$ cat src/rtl/button_counter_pkg.sv
// Shared types and helpers for the multi-channel button counter.
// Holds the debounce state encoding, the digit width and BCD +/-1 helpers.
package button_counter_pkg;

    localparam int DIGIT_W    = 4;
    localparam int MAX_DIGITS = 8;
    localparam int MAX_W      = DIGIT_W * MAX_DIGITS;

    typedef enum logic [1:0] {
        IDLE,
        PRESS_WAIT,
        HELD,
        RELEASE_WAIT
    } deb_state_t;

    // BCD +1 over the low ndig digits; a digit at 9 rolls to 0 and carries on.
    function automatic logic [MAX_W-1:0] bcd_inc(input logic [MAX_W-1:0] v, input int ndig);
        logic [MAX_W-1:0] r;
        logic             carry;
        logic [3:0]       d;
        r     = v;
        carry = 1'b1;
        for (int i = 0; i < MAX_DIGITS; i++) begin
            d = r[i*DIGIT_W +: DIGIT_W];
            if (i < ndig && carry) begin
                if (d == 4'd9) begin
                    d = 4'd0;
                end else begin
                    d     = d + 4'd1;
                    carry = 1'b0;
                end
            end
            r[i*DIGIT_W +: DIGIT_W] = d;
        end
        return r;
    endfunction

    // BCD -1 over the low ndig digits; a digit at 0 rolls to 9 and borrows on.
    function automatic logic [MAX_W-1:0] bcd_dec(input logic [MAX_W-1:0] v, input int ndig);
        logic [MAX_W-1:0] r;
        logic             borrow;
        logic [3:0]       d;
        r      = v;
        borrow = 1'b1;
        for (int i = 0; i < MAX_DIGITS; i++) begin
            d = r[i*DIGIT_W +: DIGIT_W];
            if (i < ndig && borrow) begin
                if (d == 4'd0) begin
                    d = 4'd9;
                end else begin
                    d      = d - 4'd1;
                    borrow = 1'b0;
                end
            end
            r[i*DIGIT_W +: DIGIT_W] = d;
        end
        return r;
    endfunction

endpackage

$ cat src/rtl/button_counter_multi_debounce.sv
// btn_debounce: 2-flop synchronizer + debounce FSM producing a registered
// one-cycle press pulse, DEBOUNCE_CYCLES+2 edges after a stable high input.
// With COUNT_AUTO_REPEAT_EN defined, a repeat timer re-fires the pulse while
// the button stays HELD (only when REPEAT_EN is nonzero).
module btn_debounce
    import button_counter_pkg::*;
#(
    parameter int DEBOUNCE_CYCLES = 256,
    parameter int REPEAT_EN       = 0,
    parameter int REPEAT_DELAY    = 50000000,
    parameter int REPEAT_PERIOD   = 10000000
) (
    input  logic clk,
    input  logic reset,
    input  logic btn_raw,
    output logic press
);

    localparam int CW = $clog2(DEBOUNCE_CYCLES + 1);

    logic [1:0]    sync;
    logic          level;
    deb_state_t    state, state_nxt;
    logic [CW-1:0] cnt, cnt_nxt;
    logic          press_nxt;
    logic          rpt_hit;

    assign level = sync[1];

    // Two-flop synchronizer for the asynchronous raw button.
    always_ff @(posedge clk) begin
        if (reset) sync <= 2'b00;
        else       sync <= {sync[0], btn_raw};
    end

    // FSM state, stability counter and registered press pulse.
    always_ff @(posedge clk) begin
        if (reset) begin
            state <= IDLE;
            cnt   <= '0;
            press <= 1'b0;
        end else begin
            state <= state_nxt;
            cnt   <= cnt_nxt;
            press <= press_nxt;
        end
    end

    // Next state: a level is accepted only after DEBOUNCE_CYCLES matching samples.
    always_comb begin
        state_nxt = state;
        cnt_nxt   = cnt;
        press_nxt = 1'b0;
        case (state)
            IDLE: begin
                cnt_nxt = '0;
                if (level) state_nxt = PRESS_WAIT;
            end
            PRESS_WAIT: begin
                if (!level) begin
                    state_nxt = IDLE;
                    cnt_nxt   = '0;
                end else if (cnt == CW'(DEBOUNCE_CYCLES - 1)) begin
                    state_nxt = HELD;
                    cnt_nxt   = '0;
                    press_nxt = 1'b1;
                end else begin
                    cnt_nxt = cnt + CW'(1);
                end
            end
            HELD: begin
                cnt_nxt = '0;
                if (!level)       state_nxt = RELEASE_WAIT;
                else if (rpt_hit) press_nxt = 1'b1;
            end
            RELEASE_WAIT: begin
                if (level) begin
                    state_nxt = HELD;
                    cnt_nxt   = '0;
                end else if (cnt == CW'(DEBOUNCE_CYCLES - 1)) begin
                    state_nxt = IDLE;
                    cnt_nxt   = '0;
                end else begin
                    cnt_nxt = cnt + CW'(1);
                end
            end
            default: begin
                state_nxt = IDLE;
                cnt_nxt   = '0;
            end
        endcase
    end

`ifdef COUNT_AUTO_REPEAT_EN
    logic [31:0] rpt_cnt, rpt_lim;

    assign rpt_hit = (REPEAT_EN != 0) && (state == HELD) && level && (rpt_cnt == rpt_lim);

    // Repeat timer: first re-fire REPEAT_DELAY after entering HELD, then every REPEAT_PERIOD.
    always_ff @(posedge clk) begin
        if (reset || state != HELD) begin
            rpt_cnt <= '0;
            rpt_lim <= 32'(REPEAT_DELAY - 1);
        end else if (rpt_hit) begin
            rpt_cnt <= '0;
            rpt_lim <= 32'(REPEAT_PERIOD - 1);
        end else begin
            rpt_cnt <= rpt_cnt + 32'd1;
        end
    end
`else
    logic unused_rpt_cfg;
    assign unused_rpt_cfg = ^{32'(REPEAT_EN), 32'(REPEAT_DELAY), 32'(REPEAT_PERIOD)};
    assign rpt_hit = 1'b0;
`endif

endmodule

$ cat src/rtl/button_counter_multi.sv
// button_counter_multi: NUM_CHANNELS independent up/down counters (HEX or BCD)
// driven by debounced buttons, with a shared clear. Optional auto-repeat on
// up/down is enabled by defining COUNT_AUTO_REPEAT_EN.
module button_counter_multi
    import button_counter_pkg::*;
#(
    parameter string MODE            = "HEX",
    parameter int    NUM_DIGITS      = 4,
    parameter int    NUM_CHANNELS    = 2,
    parameter int    DEBOUNCE_CYCLES = 256,
    parameter int    WRAP            = 1,
    parameter int    REPEAT_DELAY    = 50000000,
    parameter int    REPEAT_PERIOD   = 10000000
) (
    input  logic                                             clk,
    input  logic                                             reset,
    input  logic [NUM_CHANNELS-1:0]                          btn_up,
    input  logic [NUM_CHANNELS-1:0]                          btn_down,
    input  logic                                             btn_clr,
    output logic [NUM_CHANNELS-1:0][NUM_DIGITS-1:0][DIGIT_W-1:0] encoded,
    output logic [NUM_CHANNELS-1:0][NUM_DIGITS-1:0]          digit_point,
    output logic [NUM_CHANNELS-1:0]                          limit_pulse
);

    localparam bit IS_DEC = (MODE == "DEC");
    localparam int CNT_W  = NUM_DIGITS * DIGIT_W;
    // BCD mode supports up to MAX_DIGITS digits.
    localparam logic [CNT_W-1:0] MAX_CNT = IS_DEC ? {NUM_DIGITS{4'h9}} : {NUM_DIGITS{4'hF}};

    logic [NUM_CHANNELS-1:0] up_p, dn_p;
    logic                    clr_p;

    btn_debounce #(
        .DEBOUNCE_CYCLES(DEBOUNCE_CYCLES), .REPEAT_EN(0),
        .REPEAT_DELAY(REPEAT_DELAY), .REPEAT_PERIOD(REPEAT_PERIOD)
    ) u_clr (.clk(clk), .reset(reset), .btn_raw(btn_clr), .press(clr_p));

    for (genvar c = 0; c < NUM_CHANNELS; c++) begin : g_ch
        logic [CNT_W-1:0]      cnt, cnt_inc, cnt_dec;
        logic [NUM_DIGITS-1:0] dp;
        logic                  lim;

        btn_debounce #(
            .DEBOUNCE_CYCLES(DEBOUNCE_CYCLES), .REPEAT_EN(1),
            .REPEAT_DELAY(REPEAT_DELAY), .REPEAT_PERIOD(REPEAT_PERIOD)
        ) u_up (.clk(clk), .reset(reset), .btn_raw(btn_up[c]), .press(up_p[c]));

        btn_debounce #(
            .DEBOUNCE_CYCLES(DEBOUNCE_CYCLES), .REPEAT_EN(1),
            .REPEAT_DELAY(REPEAT_DELAY), .REPEAT_PERIOD(REPEAT_PERIOD)
        ) u_dn (.clk(clk), .reset(reset), .btn_raw(btn_down[c]), .press(dn_p[c]));

        assign cnt_inc = IS_DEC ? CNT_W'(bcd_inc(MAX_W'(cnt), NUM_DIGITS)) : cnt + CNT_W'(1);
        assign cnt_dec = IS_DEC ? CNT_W'(bcd_dec(MAX_W'(cnt), NUM_DIGITS)) : cnt - CNT_W'(1);

        // Count update: clear wins, opposing presses cancel, limits wrap or saturate.
        always_ff @(posedge clk) begin
            if (reset || clr_p) begin
                cnt <= '0;
                lim <= 1'b0;
            end else begin
                lim <= 1'b0;
                if (up_p[c] && !dn_p[c]) begin
                    if (cnt == MAX_CNT) begin
                        lim <= 1'b1;
                        if (WRAP != 0) cnt <= '0;
                    end else begin
                        cnt <= cnt_inc;
                    end
                end else if (dn_p[c] && !up_p[c]) begin
                    if (cnt == '0) begin
                        lim <= 1'b1;
                        if (WRAP != 0) cnt <= MAX_CNT;
                    end else begin
                        cnt <= cnt_dec;
                    end
                end
            end
        end

        // Decimal point of digit 0 flags a saturated channel sitting at a limit.
        always_comb begin
            dp    = '1;
            dp[0] = !((WRAP == 0) && (cnt == '0 || cnt == MAX_CNT));
        end

        assign encoded[c]     = cnt;
        assign digit_point[c] = dp;
        assign limit_pulse[c] = lim;
    end

endmodule

$ cat config.mk
export PLATFORM = sky130hd
export DESIGN_NAME = button_counter_multi
export DESIGN_NICKNAME = d
export VERILOG_FILES = /design/src/rtl/button_counter_pkg.sv /design/src/rtl/button_counter_multi_debounce.sv /design/src/rtl/button_counter_multi.sv
export SDC_FILE = /design/constraint.sdc
export NUM_CORES = 1
export LEC_CHECK = 0
export BUFFER_PORTS_ARGS = -buffer_cell sky130_fd_sc_hd__buf_2
export CORE_MARGIN = 2
export CORE_UTILIZATION = 35
export DETAILED_ROUTE_END_ITERATION = 8
export GPL_TIMING_DRIVEN = 0
export PLACE_DENSITY_LB_ADDON = 0.12
export SYNTH_ARGS = -nofsm -noshare
export SYNTH_HDL_FRONTEND = slang
export SYNTH_SLANG_ARGS = --single-unit
$ cat constraint.sdc
create_clock -name clk -period 5.7 [get_ports clk]
set_clock_uncertainty 0.1 [all_clocks]
set_input_delay 0.57 -clock clk [delete_from_list [all_inputs] [get_ports clk]]
set_output_delay 0.57 -clock clk [all_outputs]
set_load 0.03 [all_outputs]
==> impl_metrics.tcl, run 1 <==
set metrics [dict create \
    finalMaxSlewViolations 0 \
    via_per_inst 5.43 \
    synth_common_cells "dfxtp_1 (104), nor2_1 (67), nand2_1 (45)" \
    hold_viol 0 \
    n_antenna_cell 0 \
    synth_edf_count 0 \
    synthesis.area_sq_mm 0.00570 \
    async_flop_share 0 \
    track_usage 0.169 \
    cts_sinks 104 \
    cp-end-kind "register" \
    post-route-min-period_ps 2590 \
    cpMaxStageDelayCell "dfxtp_1" \
    p_leak_nw 2.46 \
    cp-endpoint "g_ch[1].cnt[5]" \
    rsz0062_at_grt "no" \
    setup_violations 0 \
    insertion_delay_ps 360 \
    clk_path_buf_depth 2 \
    ys_ff_latch 104 \
    powerDensity_mw_per_mm2 215 \
    ctsHtreeMaxLevel 3 \
    syn_area_per_cell_sq_um 8.44 \
    critPathTopFamily "simple AND/OR/NAND/NOR gates" \
    max_clock_freq_ghz 0.385 \
    post-synth-top-area-fraction 0.366 \
    critPathArrivalTime_ps 2700 \
    status "completed" \
    clkTransAtPathRegs_ps 70 \
    grt-busiest-layer "met2" \
    maxCapViolations 0 \
    syn2layout_area_growth_pct 13.9 \
    antenna_found_initial 0 \
    place.gp.congestion 0.897 \
    final_layout_size_suffix_gt1_frac 0.157 \
    rows 46 \
    antenna_left 0 \
    met2_usage 0.271 \
    numPortBuffers 39 \
    start_util 0.359 \
    synth_most_common_cell "dfxtp_1" \
    ys_dominant_reg_cell "dfxtp_1" \
    cp.required_ps 5800 \
    post_drt_wl_per_cell_um 15.2 \
    vias 5174 \
    cp.depth 6 \
    reg2reg_from "g_ch[1].cnt[0]" \
    pin_count 49 \
    grt_first_pass_wirelength_um 24000 \
    hold_ws_ps 316 \
    hold_buffers 0 \
    slowest_delay_ps 590 \
    syn_inst 675 \
    cts-root-buf "clkbuf_16" \
    synthTopCellsByArea "dfxtp_1 (37%), nor2_1 (4.4%), xnor2_1 (4.3%), nand3_1 (3.6%), ha_1 (3.3%)" \
    path_common_cell "nand4_1" \
    cp_max_fo 10 \
    cp.buffers_inverters 0 \
    grt_max_degree 18 \
    use_met3 0.0475 \
    tns_ps 0 \
    cts_buffers 9 \
    tritoncts "built" \
    ys_types 74 \
    gr-total-overflow 0 \
    cp-startpoint "g_ch[1].cnt[0]" \
    power.total_w 0.00139 \
    dp_hpwl_um 10200 \
    r2r_end "g_ch[1].cnt[5]" \
    die_w_um 132 \
    yosysSeqAreaShare 0.366 \
    ir_drop_mv 0.215 \
    cts_resized 0 \
    worstPathCellList "ha_1 -> nand4_1 -> nor3_1 -> nand4_1 -> o211ai_1 -> a221oi_1" \
    path_class "reg2reg" \
    yosysWarnings 0 \
    reg2regPathDepth 6 \
    met1_usage 0.216 \
    first_pass_iters 5 \
    core_area_sq_mm 0.0159 \
    period_share 0.455 \
    routed_wl_um 14500 \
    post_cts_buffers 0 \
    grt_pass1_vias 4865 \
    yosysTopAreaCell "dfxtp_1" \
    nets 754 \
    drc 0 \
    rrSetupSlack_ps 3110 \
    hold_path.class "in2reg" \
    tightest_slew_ps 775 \
    drt_iter0_markers 372 \
    startpoint_type "register" \
    relSlewSlack 0.483 \
    dieArea_sq_mm 0.0173 \
    fp.dieH_um 132 \
]
-- power breakdown --
part           internal (W)   total, W  switching (W)
combinational     0.0000106  0.0000312      0.0000207
sequential         0.000730   0.000732     0.00000222
clock              0.000337   0.000630       0.000293
total               0.00108    0.00139       0.000316
-- worst register-to-register path: cells and delay by family (launching register included) --
family          cells  cell delay (ps)
simple gates        3             1150
flops               1              590
fa+ha+maj           1              300
compound gates      2              300
-- worst min path at each step --
stage                              start  cells past startpoint                   end
finish                           btn_clr                      2         u_clr.sync[0]
detailed placement         u_clr.sync[0]                      1         u_clr.sync[1]
global route                   btn_up[1]                      2  g_ch[1].u_up.sync[0]
floorplan           g_ch[0].u_dn.sync[0]                      1  g_ch[0].u_dn.sync[1]
CTS                              btn_clr                      2         u_clr.sync[0]
global placement           u_clr.sync[0]                      1         u_clr.sync[1]
-- kinds of logic after synthesis --
logic type               after synthesis  synth area share
multiplexers                           3           0.00549
AND/OR/NAND/NOR                      295             0.291
flip-flops                           104             0.366
XOR/XNOR                              44            0.0677
AO/OA/AOI/OAI                        132             0.169
other                                  1          0.000658
adder cells (fa/ha/maj)               15            0.0330
buffers and inverters                 81            0.0672
-- layer usage --
| metal | share of wire | wire length [um] |
|---|---|---|
| met1 | 0.47 | 6810 |
| met2 | 0.45 | 6480 |
| met3 | 0.059 | 848 |
| met4 | 0.023 | 337 |
| met5 | 0 | 0 |
-- cells in the final DEF, fill, tap and decap left out, types with 11 or more instances in the layout --
cell type,count
a21oi_1,29
a31oi_1,17
and3_1,14
buf_2,51
buf_4,11
clkbuf_1,26
dfxtp_1,104
ha_1,15
inv_1,29
nand2_1,45
nand3_1,41
nand4_1,16
nor2_1,67
nor2b_1,16
nor3_1,21
nor4_1,13
o21ai_0,17
xnor2_1,28
xor2_1,16
-- cell type report --
type	count	area [sq um]
fill	1655	9400
multi-input combinational	497	3260
sequential	104	2080
buffer	52	274
tap	216	270
clock buffer	12	267
timing repair buffer	39	195
inverter	29	109
clock inverter	4	33.8
-- registers in the layout (all words and copies together) (netlist names), named ones only --
register,count
g_ch.u_up.state,2
g_ch.u_up.sync,4
g_ch.u_dn.sync,4
u_clr.cnt,9
g_ch.u_dn.cnt,18
u_clr.press,1
u_clr.sync,2
g_ch.lim,2
g_ch.cnt,32
g_ch.u_up.cnt,18
u_clr.state,1
g_ch.u_up.press,2
g_ch.u_dn.press,2
g_ch.u_dn.state,2
-- per-stage QoR --
step	area (sq um)	std cells	setup slack [ps]	utilization
after floorplan	5720	682	3440	-
after global placement	6190	937	3140	0.389
after detailed placement	6190	937	3150	0.389
after CTS	6490	953	3210	0.408
after global routing	6490	953	2980	0.408
final	6490	953	3110	0.408
Power figures use the tool's default switching activity.
==> inputs of run 2 (changes only) <==
==> constraint.sdc (replaced) <==
create_clock -name clk -period 2.5 [get_ports clk]
set_clock_uncertainty 0.1 [all_clocks]
set_input_delay 0.25 -clock clk [delete_from_list [all_inputs] [get_ports clk]]
set_output_delay 0.25 -clock clk [all_outputs]
set_load 0.03 [all_outputs]
==> run 2 against run 1 <==
Die area is the same. Utilization grew 0.42 points. Combinational power grew 150%. Critical endpoint is now g_ch[0].cnt[12]. Largest power group unchanged. Highest routed layer unchanged.
==> impl_metrics.tcl, run 2 (synthesized netlist as in run 1, its figures left out) <==
set metrics [dict create \
    largest_reg_flops 32 \
    rsz0062_at_grt "no" \
    multi_input_area_sq_mm 0.00327 \
    dp_slack_ps 22.2 \
    clkTransAtPathRegs_ps 70 \
    grt_max_degree 18 \
    max_clock_freq_ghz 0.419 \
    rrSetupSlack_ps 110 \
    fillers 1648 \
    status "completed" \
    postLayoutCellArea_sq_mm 0.00655 \
    place.gp.congestion 0.897 \
    cp_max_fo 10 \
    r2r_end "g_ch[0].cnt[12]" \
    syn2layout_area_growth_pct 15.1 \
    track_usage 0.169 \
    layout_commonest_cell "dfxtp_1" \
    worstPathCellList "buf_2 -> inv_1 -> ha_1 -> nor4b_1 -> nand4_1 -> o21ai_4 -> o31ai_1 -> o21ba_1" \
    drt_iter0_markers 432 \
    seqCellArea_sq_mm 0.00208 \
    wl_met1_um 6770 \
    drc 0 \
    highest_layer "met4" \
    antenna_found_initial 0 \
    pin_count 49 \
    via_per_inst 5.37 \
    tritoncts "built" \
    post_drt_wl_per_cell_um 15.2 \
    cts-root-buf "clkbuf_16" \
    core_area_sq_mm 0.0159 \
    critPathArrivalTime_ps 2590 \
    routed_wl_um 14500 \
    wl_met3_um 843 \
    final_layout_size_suffix_gt1_frac 0.163 \
    startpoint_type "register" \
    critPathTopFamily "compound AO/OA/AOI/OAI gates" \
    cp-startpoint "g_ch[0].cnt[0]" \
    period_share 0.954 \
    hold_viol 0 \
    dr_wl_met2_um 6650 \
    hold_end "u_clr.sync[1]" \
    rows 46 \
    cp.buffers_inverters 2 \
    ctsHtreeMaxLevel 3 \
    top_register "g_ch.cnt" \
    nets 758 \
    maxCapViolations 0 \
    reg2reg_from "g_ch[0].cnt[0]" \
    cts_buffers 9 \
    hold_path.class "reg2reg" \
    placed_area_sq_mm 0.00619 \
    hold_ws_ps 343 \
    hold_depth 1 \
    path_class "reg2reg" \
    dieArea_sq_mm 0.0173 \
    antenna_left 0 \
    final_cell_mix "dfxtp_1 (102), nor2_1 (67), buf_2 (51), nand2_1 (45), nand3_1 (41)" \
    gr-total-overflow 0 \
    n_antenna_cell 0 \
    place_inst 937 \
    reg_top3 "g_ch.cnt x32, g_ch.u_dn.cnt x18, g_ch.u_up.cnt x18" \
    vias 5139 \
    insertion_delay_ps 360 \
    die_w_um 132 \
    numPortBuffers 39 \
    finalMaxSlewViolations 0 \
    fin_cells 957 \
    powerDensity_mw_per_mm2 485 \
    first_pass_iters 5 \
    reg2regPathDepth 8 \
    tns_ps 0 \
    clk_path_buf_depth 2 \
    relSlewSlack 0.483 \
    cpMaxStageDelayCell "o21ai_4" \
    setup_slack_ps 114 \
    start_util 0.359 \
    p_leak_nw 2.49 \
    grt_pass1_vias 4883 \
    cp-end-kind "register" \
    ir_drop_mv 0.488 \
    fp.dieH_um 132 \
    grt_first_pass_wirelength_um 24000 \
    slowest_delay_ps 410 \
    hold_start "u_clr.sync[0]" \
    cp.required_ps 2710 \
    post-route-min-period_ps 2390 \
    tightest_slew_ps 775 \
    setup_violations 0 \
    dp_hpwl_um 10200 \
    cts_sinks 104 \
]
==> run 2: changes by cell type in the layout (fill, tap and decap cells not counted), sizes merged <==
cell	before	now
clkbuf	38	37
dlygate4sd3	0	5
==> run 2: per-stage QoR <==
step | util | power, W
6_report | 0.413 | 0.00318
5_1_grt | 0.413 | 0.00332
4_1_cts | 0.412 | 0.00324
3_5_place_dp | 0.389 | 0.00178
3_3_place_gp | 0.389 | 0.00178
2_1_floorplan | - | 0.00176
==> run 2: per-layer routing <==
layer | global-route usage | vias up
li1 | - | 2552
met1 | 0.216 | 2412
met2 | 0.272 | 151
met3 | 0.0475 | 24
met4 | 0.0592 | 0
met5 | 0 | -
==> run 2: area by class of cell <==
type | instances | share of cell area
clock inverter | 4 | 0.00515
sequential | 104 | 0.318
inverter | 29 | 0.0166
buffer | 51 | 0.0414
clock buffer | 12 | 0.0407
tap | 216 | 0.0412
multi-input combinational | 497 | 0.499
timing repair buffer | 44 | 0.0374
==> run 2: worst reg2reg max path, cell delays in order, from the launching register on <==
cell and delay (ps):
dfxtp_1 370, buf_2 200, inv_1 90, ha_1 160, nor4b_1 360, nand4_1 300, o21ai_4 410, o31ai_1 120
o21ba_1 230
==> run 2: timing repair <==
item | 4_1_cts | 5_1_grt
hold buffers | 5 | 0
resized for setup | 0 | 7
endpoints found under the setup margin | 0 | 15
buffers inserted | 0 | 0
hold endpoints to repair | 5 | 0
==> run 2: worst max-delay path by stage <==
stage | cells after the start | slack (ps) | to
floorplan | 9 | 240 | g_ch[0].cnt[14]
global placement | 6 | -2 | g_ch[1].cnt[5]
detailed placement | 6 | 20 | g_ch[1].cnt[5]
CTS | 6 | 10 | g_ch[1].cnt[5]
global route | 8 | 30 | g_ch[0].cnt[4]
finish | 8 | 110 | g_ch[0].cnt[12]
==> run 2: power by group <==
part / leakage (nW) / switching [W] / internal (W)
clock network: 0.146 / 0.000663 / 0.000769
registers: 0.841 / 0.00000503 / 0.00166
logic: 1.50 / 0.0000480 / 0.0000292
total: 2.49 / 0.000716 / 0.00246
==> inputs of run 3 (changes only) <==
==> constraint.sdc (replaced) <==
create_clock -name clk -period 2.3 [get_ports clk]
set_clock_uncertainty 0.1 [all_clocks]
set_input_delay 0.23 -clock clk [delete_from_list [all_inputs] [get_ports clk]]
set_output_delay 0.23 -clock clk [all_outputs]
set_load 0.03 [all_outputs]
==> run 3 against run 2 <==
Sequential cell count unchanged. Largest power group unchanged. Critical endpoint is now g_ch[1].cnt[5]. Wire length rose by 1.0%. Critical path depth down 2. Critical path type unchanged.
==> impl_metrics.tcl, run 3 (synthesized netlist as in run 1, its figures left out) <==
set metrics [dict create \
    status "completed" \
    rows 46 \
    fp.dieH_um 132 \
    nets 771 \
    dr_wl_met2_um 6680 \
    drt_iter0_markers 366 \
    track_usage 0.170 \
    post_drt_wl_per_cell_um 15.2 \
    period_share 0.955 \
    dp_slack_ps -178 \
    layout_commonest_cell "dfxtp_1" \
    place.gp.congestion 0.897 \
    max_clock_freq_ghz 0.455 \
    final_cell_mix "dfxtp_1 (101), nor2_1 (66), buf_2 (50), nand2_1 (45), nand3_1 (41)" \
    postLayoutCellArea_sq_mm 0.00672 \
    antenna_found_initial 0 \
    cts-root-buf "clkbuf_16" \
    core_area_sq_mm 0.0159 \
    top_register "g_ch.cnt" \
    wl_met1_um 6920 \
    grt_pass1_vias 4909 \
    highest_layer "met4" \
    start_util 0.359 \
    syn2layout_area_growth_pct 17.9 \
    utilization 0.423 \
    tns_ps 0 \
    cp.buffers_inverters 1 \
    reg2regPathDepth 6 \
    routed_wl_um 14700 \
    insertion_delay_ps 360 \
    fillers 1638 \
    n_antenna_cell 0 \
    hold_path.class "reg2reg" \
    first_pass_iters 5 \
    startpoint_type "register" \
    critPathArrivalTime_ps 2350 \
    relSlewSlack 0.487 \
    cp-end-kind "register" \
    die_w_um 132 \
    gr-total-overflow 0 \
    cp_max_fo 10 \
    final_layout_size_suffix_gt1_frac 0.188 \
    ir_drop_mv 0.531 \
    grt_max_degree 18 \
    reg_top3 "g_ch.cnt x32, g_ch.u_dn.cnt x18, g_ch.u_up.cnt x18" \
    maxCapViolations 0 \
    antenna_left 0 \
    hold_depth 1 \
    critPathTopFamily "simple AND/OR/NAND/NOR gates" \
    via_per_inst 5.36 \
    cts_sinks 104 \
    grt_first_pass_wirelength_um 24100 \
    ctsHtreeMaxLevel 3 \
    cp.required_ps 2460 \
    p_leak_nw 2.56 \
    placed_area_sq_mm 0.00619 \
    slowest_delay_ps 490 \
    dieArea_sq_mm 0.0173 \
    hold_viol 0 \
    multi_input_area_sq_mm 0.00331 \
    cp.depth 6 \
    largest_reg_flops 32 \
    setup_violations 0 \
    cts_buffers 9 \
    wl_met3_um 748 \
    tightest_slew_ps 770 \
    post-route-min-period_ps 2200 \
    vias 5199 \
    rsz0062_at_grt "yes" \
    pin_count 49 \
    clk_path_buf_depth 2 \
    power.total_w 0.00346 \
    tritoncts "built" \
    path_class "reg2reg" \
    drc 0 \
    finalMaxSlewViolations 0 \
    powerDensity_mw_per_mm2 514 \
    setup_slack_ps 104 \
    numPortBuffers 39 \
    seqCellArea_sq_mm 0.00209 \
    worstPathCellList "inv_1 -> ha_2 -> or3b_2 -> nor3_4 -> nor2_1 -> a221oi_1" \
    clkTransAtPathRegs_ps 70 \
    dp_hpwl_um 10200 \
    cpMaxStageDelayCell "or3b_2" \
]
==> run 3: final cells by class <==
class                      count  share of cell area
multi-input combinational    497               0.493
sequential                   104               0.311
timing repair buffer          58              0.0540
buffer                        50              0.0404
tap                          216              0.0402
clock buffer                  12              0.0397
inverter                      29              0.0162
clock inverter                 4             0.00503
==> run 3: worst paths after layout <==
kind	to	startpoint	slack, ps
min	u_clr.sync[1]	u_clr.sync[0]	340
max reg2reg	g_ch[1].cnt[5]	g_ch[1].cnt[0]	100
max	g_ch[1].cnt[5]	g_ch[1].cnt[0]	100
min reg2reg	u_clr.sync[1]	u_clr.sync[0]	340
==> run 3: repair_timing <==
item | 4_1_cts | 5_1_grt
pin swaps | 2 | 5
gates resized for setup | 8 | 13
endpoints found under the hold margin | 5 | 0
gates cloned | 0 | 0
hold buffers | 5 | 0
setup endpoints to repair | 18 | 29
buffers inserted | 3 | 11
==> run 3: metal layers <==
| layer | vias up | track usage |
|---|---|---|
| li1 | 2574 | - |
| met1 | 2449 | 0.218 |
| met2 | 145 | 0.274 |
| met3 | 31 | 0.0463 |
| met4 | 0 | 0.0616 |
| met5 | - | 0 |
==> run 3: report_power, final <==
group	total, W	leakage (nW)	internal, W	switching (W)
clock network	0.00156	0.146	0.000836	0.000722
registers	0.00181	0.842	0.00181	0.00000545
logic	0.0000840	1.57	0.0000317	0.0000523
total	0.00346	2.56	0.00268	0.000780
==> run 3: stage by stage <==
| step | hold slack [ps] | instances |
|---|---|---|
| after floorplan | 258 | 682 |
| after global placement | 330 | 937 |
| after detailed placement | 328 | 937 |
| after CTS | 345 | 960 |
| after global routing | 360 | 970 |
| final | 343 | 970 |
==> run 3: worst reg2reg max path, stage by stage (launching register included) <==
cell and delay, ps:
dfxtp_4 390, inv_1 130, ha_2 220, or3b_2 490
nor3_4 250, nor2_1 180, a221oi_1 330
